<file path="src/rtl/buf_loader.sv">
// buf_loader: one DMA burst per load pulse; IFM beats written 1:1, filter beats repacked 4B->9B into 4 buffers.
// Latency: cmd at t+1 after pulse, write at t+1 after beat, done at t+2; ready=1 only while bursting.
module buf_loader #(
  parameter int W_SIZE    = 8,
  parameter int W_CHANNEL = 8,
  parameter int IFM_DW    = 32,
  parameter int FILTER_DW = 72,
  parameter int IFM_AW    = 12,
  parameter int FILTER_AW = 8,
  parameter int LEN_W     = 24
) (
  input  logic                 clk,
  input  logic                 rstn,
  input  logic [W_SIZE-1:0]    q_width,
  input  logic [W_SIZE-1:0]    q_height,
  input  logic [W_CHANNEL-1:0] q_channel,
  input  logic [W_CHANNEL-1:0] q_outchn,
  input  logic [31:0]          q_ifm_base,
  input  logic [31:0]          q_filter_base,
  input  logic                 q_load_ifm,
  input  logic                 q_load_filter,
  output logic                 o_load_ifm_done,
  output logic                 o_load_filter_done,
  output logic                 dma_rd_req,
  output logic [31:0]          dma_rd_addr,
  output logic [LEN_W-1:0]     dma_rd_len,
  input  logic                 dma_rd_ack,
  input  logic [31:0]          dma_rd_data,
  input  logic                 dma_rd_valid,
  output logic                 dma_rd_ready,
  output logic                 ifm_buf_ena,
  output logic                 ifm_buf_wea,
  output logic [IFM_AW-1:0]    ifm_buf_addra,
  output logic [IFM_DW-1:0]    ifm_buf_dia,
  output logic [3:0]           fb_wea,
  output logic [FILTER_AW-1:0] fb_addra,
  output logic [FILTER_DW-1:0] fb_dia
);

  typedef enum logic [1:0] {S_IDLE, S_REQ, S_DATA, S_DONE} state_t;

  state_t               state, nxt;
  logic                 pend_ifm, pend_flt;
  logic                 is_flt;
  logic                 take_ifm, take_flt;
  logic [LEN_W-1:0]     beat_cnt;
  logic [W_CHANNEL-1:0] k_reg;
  logic [W_CHANNEL-1:0] a_cnt;
  logic [1:0]           f_cnt;
  logic [3:0]           gb_cnt;
  logic [95:0]          acc;
  logic [95:0]          full;
  logic                 emit;
  logic                 beat_acc;
  logic [LEN_W-1:0]     ifm_len, flt_len;
  logic [31:0]          flt_addr;

  assign beat_acc = dma_rd_valid & dma_rd_ready;
  assign ifm_len  = LEN_W'(q_width) * LEN_W'(q_height) * LEN_W'(q_channel);
  assign flt_len  = LEN_W'(q_channel) * LEN_W'(9);
  assign flt_addr = q_filter_base + 32'(q_outchn) * 32'(q_channel) * 32'd36;

  // New beat lands just above the bytes already held; 9 or more bytes yields one word.
  assign full = acc | ({64'b0, dma_rd_data} << {gb_cnt, 3'b000});
  assign emit = (gb_cnt >= 4'd5);

  always_ff @(posedge clk or negedge rstn) begin
    if (!rstn) state <= S_IDLE;
    else       state <= nxt;
  end

  always_comb begin
    nxt      = state;
    take_ifm = 1'b0;
    take_flt = 1'b0;
    case (state)
      S_IDLE: begin
        if (pend_ifm || q_load_ifm) begin
          take_ifm = 1'b1;
          nxt      = (ifm_len == '0) ? S_DONE : S_REQ;
        end else if (pend_flt || q_load_filter) begin
          take_flt = 1'b1;
          nxt      = (flt_len == '0) ? S_DONE : S_REQ;
        end
      end
      S_REQ:  if (dma_rd_ack) nxt = S_DATA;
      S_DATA: if (beat_acc && beat_cnt == dma_rd_len - LEN_W'(1)) nxt = S_DONE;
      S_DONE: nxt = S_IDLE;
      default: nxt = S_IDLE;
    endcase
  end

  always_ff @(posedge clk or negedge rstn) begin
    if (!rstn) begin
      pend_ifm           <= 1'b0;
      pend_flt           <= 1'b0;
      is_flt             <= 1'b0;
      beat_cnt           <= '0;
      k_reg              <= '0;
      a_cnt              <= '0;
      f_cnt              <= '0;
      gb_cnt             <= '0;
      acc                <= '0;
      o_load_ifm_done    <= 1'b0;
      o_load_filter_done <= 1'b0;
      dma_rd_req         <= 1'b0;
      dma_rd_addr        <= '0;
      dma_rd_len         <= '0;
      dma_rd_ready       <= 1'b0;
      ifm_buf_ena        <= 1'b0;
      ifm_buf_wea        <= 1'b0;
      ifm_buf_addra      <= '0;
      ifm_buf_dia        <= '0;
      fb_wea             <= '0;
      fb_addra           <= '0;
      fb_dia             <= '0;
    end else begin
      // A pulse coincident with its own service is consumed, not re-queued.
      pend_ifm           <= (pend_ifm | q_load_ifm) & ~take_ifm;
      pend_flt           <= (pend_flt | q_load_filter) & ~take_flt;
      dma_rd_req         <= (nxt == S_REQ);
      dma_rd_ready       <= (nxt == S_DATA);
      o_load_ifm_done    <= (state == S_DONE) && !is_flt;
      o_load_filter_done <= (state == S_DONE) && is_flt;
      ifm_buf_ena        <= beat_acc && !is_flt;
      ifm_buf_wea        <= beat_acc && !is_flt;
      fb_wea             <= '0;

      if (take_ifm || take_flt) begin
        is_flt      <= take_flt;
        dma_rd_len  <= take_flt ? flt_len : ifm_len;
        dma_rd_addr <= take_flt ? flt_addr : q_ifm_base;
        k_reg       <= q_channel;
        beat_cnt    <= '0;
        a_cnt       <= '0;
        f_cnt       <= '0;
        gb_cnt      <= '0;
        acc         <= '0;
      end

      if (beat_acc) begin
        beat_cnt <= beat_cnt + LEN_W'(1);
        if (!is_flt) begin
          ifm_buf_addra <= beat_cnt[IFM_AW-1:0];
          ifm_buf_dia   <= IFM_DW'(dma_rd_data);
        end else if (emit) begin
          acc      <= full >> 72;
          gb_cnt   <= gb_cnt - 4'd5;
          fb_wea   <= 4'b0001 << f_cnt;
          fb_addra <= FILTER_AW'(a_cnt);
          fb_dia   <= FILTER_DW'(full[71:0]);
          if (a_cnt == k_reg - W_CHANNEL'(1)) begin
            a_cnt <= '0;
            f_cnt <= f_cnt + 2'd1;
          end else begin
            a_cnt <= a_cnt + W_CHANNEL'(1);
          end
        end else begin
          acc    <= full;
          gb_cnt <= gb_cnt + 4'd4;
        end
      end
    end
  end

endmodule

</file>
<file path="config.mk">
export PLATFORM = sky130hd
export DESIGN_NAME = buf_loader
export DESIGN_NICKNAME = d
export VERILOG_FILES = /design/src/rtl/buf_loader.sv
export SDC_FILE = /design/constraint.sdc
export NUM_CORES = 1
export LEC_CHECK = 0
export CAP_MARGIN = 20
export CORE_MARGIN = 10
export CORE_UTILIZATION = 60
export CTS_CLUSTER_SIZE = 24
export DETAILED_ROUTE_END_ITERATION = 10
export PLACE_DENSITY_LB_ADDON = 0.08
export REMOVE_ABC_BUFFERS = 1
export SYNTH_ARGS = -nofsm -noshare
export SYNTH_HDL_FRONTEND = slang
export SYNTH_SLANG_ARGS = --single-unit
</file>
<file path="constraint.sdc">
create_clock -name clk -period 5.4 [get_ports clk]
set_input_delay 1.62 -clock clk [delete_from_list [all_inputs] [get_ports clk]]
set_output_delay 1.62 -clock clk [all_outputs]
set_load 0.02 [all_outputs]
</file>
# Word level (Yosys, flattened, before mapping)
# Cells that the tools add are included.
# op_classes
add_sub_neg	8
n_mul	5
div	0
order_cmp	1
eq_ne	7
shift	2
muxes	37
bitwise_logic	9
reduce_logical	14
# op_table
operator	count
$mux W96	4
$or A96 B96 Y96	1
$shl A32 B7 Y96	1
$mux W24	3
$logic_not A24 Y1	2
$mux W8	5
$add A32 B22 Y32	1
$mul A8 B8 Y16	2
$mux W32	1
$mux W4	7
$add A24 B1 Y24 const B	1
$eq A24 B24 Y1	1
$mul A16 B8 Y24	1
$sub A24 B1 Y24 const B	1
$mux W2	11
$mul A16 B4 Y20 const B	1
$mul A8 B4 Y12 const B	1
$add A8 B1 Y8 const B	1
$eq A8 B8 Y1	1
$pmux W2 S4	1
$sub A8 B1 Y8 const B	1
$eq A2 B2 Y1 const B	3
$mux W1	5
$add A4 B3 Y4 const B	1
15 further kinds	26
# totals
reg_bits	336
latch_bits	0
mem_bits_rw	0
mem_bits_ro	0
input_bits	134
output_inout_bits	190
wordCells	105
n_memories	0

# Longest topological paths before layout
# depth
ltp_word	10
depth_mapped	36
depth_no_buf	35

# Worst setup path before layout
# Ideal clock, no wire load.
# synth_path
kind	input -> register
start	input port q_width[0]
end	register state[1]
setup_ns	0.065
arrival_ns	9.453
required_ns	5.335
setup_slack_ns	-4.117
cell_stages	29
n_path_buf	1
cell_sequence	clkbuf_1 -> nand2_1 -> fa_1 -> fa_1 -> fa_1 -> fa_1 -> inv_1 -> ha_1 -> a21boi_0 -> o21ai_0 -> a21boi_0 -> o21a_1 -> nor2_1 -> xnor2_1 -> nand2_1 -> fa_1 -> fa_1 -> fa_1 -> fa_1 -> inv_1 -> ha_1 -> and3_1 -> and2_1 -> a21oi_2 -> xnor2_1 -> or4_1 -> a2111o_1 -> nor4_2 -> or2_1
# synth_via
elab_chain_cells	6
# synth_lines
item	line_no	source
from (decl)	14	input logic [W_SIZE-1:0] q_width,
$mul A8 B8 Y16	59	assign ifm_len = LEN_W'(q_width) * LEN_W'(q_height) * LEN_W'(q_channel);
$mul A16 B8 Y24	59	
$logic_not A24 Y1	80	nxt = (ifm_len == '0) ? S_DONE : S_REQ;
$mux W2	80	
$mux W2	78	if (pend_ifm || q_load_ifm) begin
$pmux W2 S4	76	case (state)
named net nxt[1]	42	state_t state, nxt;
to (signal assigned)	69	else state <= nxt;
to (decl)	42	
# The timed path passes the listed nets, and every way through them passes these cells.
# A chain may end at the register's enable or synchronous reset.

# Worst setup path in the final report
# layout_path
start	input port q_height[3]
end	register state[1]
# layout_via
elab_chain_cells	6
# layout_lines
item	line_no	source
from (decl)	15	input logic [W_SIZE-1:0] q_height,
$mul A8 B8 Y16	59	
$mul A16 B8 Y24	59	
$logic_not A24 Y1	80	
$mux W2	80	
$mux W2	78	
$pmux W2 S4	76	
named net nxt[1]	42	
# The timed path passes the listed nets, and every way through them passes these cells.

==> results.md <==
- Fillcell total: 2,270
- PortBufs: 323
- Max Cap Viol: 0
- Synth Instances: 2,977
- 1st-pass router iterations: 9
- DRC viols: 0
- Final setup fails: 48
- Initial Util: 61.01%
- Final setup margin: -4.309 ns
- Share of cells above drive strength 1: 22.52%
- Hold buffers post-CTS: 0
- H-tree levels: 2
- Main combinational cell family by area after synthesis: adder cells
- Ys Warns: 0
- Clock transition at path regs: 0.06 ns
- Setup crit start: q_height[3]
- Dominant cells by area after synthesis: dfrtp_1, fa_1, ha_1
- Die area: 51,520 sq um
- Async set-or-reset flop fraction in the synthesized netlist: 100.0%
- Commonest non-fill, non-tap cells in the layout: nand2_1, dfrtp_1, buf_4
- Multi-input logic area: 17,890 sq um
- Most frequent CP cell: inv_1
- Area fraction of the dominant cell type after synthesis: 32.71%
- Initial antenna violation count: 6
- Max clock buf depth: 3
- First-pass GRT wire length: 138,600 um
- Worst min path class: reg -> reg
- Final Cycle Share: 179.8%
- Sink Count: 336
- Post-DR vias/cell: 6.381
- Placed cell areas: 31,450 sq um
- Die width: 227.0 um
- Synth Area in Compound Gates: 15.74%
- Hold Violations, Final: 0
- Reg-to-reg startpoint: dma_rd_len[8]
- Post-DP HPWL: 61,260 um
- Area Growth Syn to Fin: 38.25%
- Io pins: 324
- Overflow after GRT: 0
- Layout Utilization: 84.34%
- Routed len/inst: 23.76 um
- Initial drt markers: 3,084
- Gpl congestion: 0.9497
- Clock period minus worst slack: 9.709 ns
- Post-Synthesis Mean Instance Area: 8.634 sq um
- Final instance area: 35,540 sq um
- Adder-cell share of the synthesized area: 21.29%
- Synth Cell Area: 25,700 sq um
- Reg2Reg Setup Slack: 1.79 ns
- Reg area: 8409 sq um
- Post-synthesis register bit count: 336
- Crit. End Element: flip-flop
- Sequential element share of the synthesized area: 32.71%
- Top fanout value on the critical path: 7
- WL final: 98,720 um
- Die Y: 227.0 um
- Final Max Tran Viols: 0
- Clk_lat worst skew: 0.54 ns
- Vias: 26.52k
- Simple-Gate Fraction of Synth Area: 19.01%
- Xor-xnor portion of the synthesized cell area: 4.089%
- CP Class: in -> reg
- Layout Skew: 0.02482 ns
- Pin count of the biggest net entering global routing: 135
- Nets: 4,062
- Slowest CP cell: fa_1
- FP Rows: 75
- Commonest non-fill, non-tap cell in the layout: nand2_1
- Required time of the worst setup path: 5.87 ns
- Status: complete, but fails checks
- Hold_ws: 0.4716 ns
- Dominant cell type by area after synthesis: dfrtp_1
- Fmax achieved: 103.0 MHz
- Multiplexer area fraction after synthesis: 1.558%
- CORE AREA: 42,130 sq um
- Hold Crit Start: fb_addra[4]
- Post-synth EDFFs: 0
- TritonCTS Buffers: 35
- R2R depth: 9
- Final ANT Viol Nets: 0
- Vias in the first global route: 26.22k
- Root buf cell: clkbuf_16
- Reg2reg end: dma_rd_req
- Hold path depth: 2
- Biggest regs: acc (96), fb_dia (72)
- Gr usage total: 33.47%
- Slew @ Worst Pin: 1.036 ns
- Failing checks: negative setup slack
- Slowest stage delay, CP: 0.59 ns
- Worst hold endpoint: fb_addra[4]
- Worst slew margin: 30.95%
- Biggest register: acc
- Max reg flops: 96
- Yosys cell types: 77
- Ys flop type: dfrtp_1
- CP Launch Type: input pin
- RSZ-0062 raised after global routing: yes
- CP arrival: 10.18 ns
- CTS tree: built
## worst max-delay path by stage
stage	end	slack (ns)	depth (start not counted)
5_1_grt	state[1]	-4.33	37
4_1_cts	dma_rd_req	-3.40	31
6_report	state[1]	-4.31	37
2_1_floorplan	state[1]	-4.07	28
3_5_place_dp	dma_rd_req	-5.29	30
3_3_place_gp	state[1]	-5.02	32
## cell type report
cell class	count	area share, %
flip-flops and latches	336	23.66
clock buffers	50	2.848
diodes	6	0.04225
inverters	246	2.612
multi-input cells	2259	50.36
clock inverters	11	0.4472
well taps	539	1.898
repair buffers	708	18.13
## cell families after synthesis
group | after synthesis
and+or+nand+nor | 1069
buffers and inverters | 382
DFF | 336
xor gates and xnor gates | 120
muxes | 39
adders and majority gates | 342
AOI/OAI and AO/OA | 689
## per-layer routing
metal	up-vias	GRT usage (%)	part of all wire (%)
li1	11255	-	-
met1	12836	39.42	35
met2	1800	58.89	49
met3	624	4.903	8.9
met4	0	16.79	7.9
met5	-	0	0
## repair_timing
item / 4_1_cts / 5_1_grt
setup endpoints to repair: 49 / 47
hold endpoints to repair: 0 / 0
pin swaps: 234 / 148
buffers inserted: 61 / 35
resized for setup: 495 / 165
## cells in the mapped netlist, types with 19 or more instances
cell type and count:
a21o_1 24, a21oi_1 199, a221oi_1 25, a31oi_1 23
and2_1 134, and3_1 32, clkbuf_1 122, dfrtp_1 336
fa_1 159, ha_1 183, inv_1 244, mux2i_1 31
nand2_1 564, nand3_1 44, nor2_1 146, nor2b_1 21
nor3_1 34, o21ai_0 263, o22ai_1 48, or3_1 19
xnor2_1 76, xor2_1 44
## worst max-delay path: cells and delay by family
| kind | cells | cell delay (ns) |
|---|---|---|
| AO/OA/AOI/OAI | 6 | 1.48 |
| adder cells (fa/ha/maj) | 10 | 4.11 |
| buffers and inverters | 11 | 1.30 |
| AND/OR/NAND/NOR | 10 | 1.65 |
## metrics by stage
| step | worst slack [ns] | cells | setup TNS [ns] |
|---|---|---|---|
| 2_1_floorplan | -4.071 | 2841 | -148.69 |
| 3_3_place_gp | -5.021 | 4002 | -170.01 |
| 3_5_place_dp | -5.291 | 4003 | -177.69 |
| 4_1_cts | -3.401 | 4118 | -99.89 |
| 5_1_grt | -4.329 | 4155 | -129.11 |
| 6_report | -4.309 | 4155 | -125.71 |
Power is left out: the tool's default activity adds up to more than one toggle a clock period on the data nets, which glitch-free logic cannot reach.
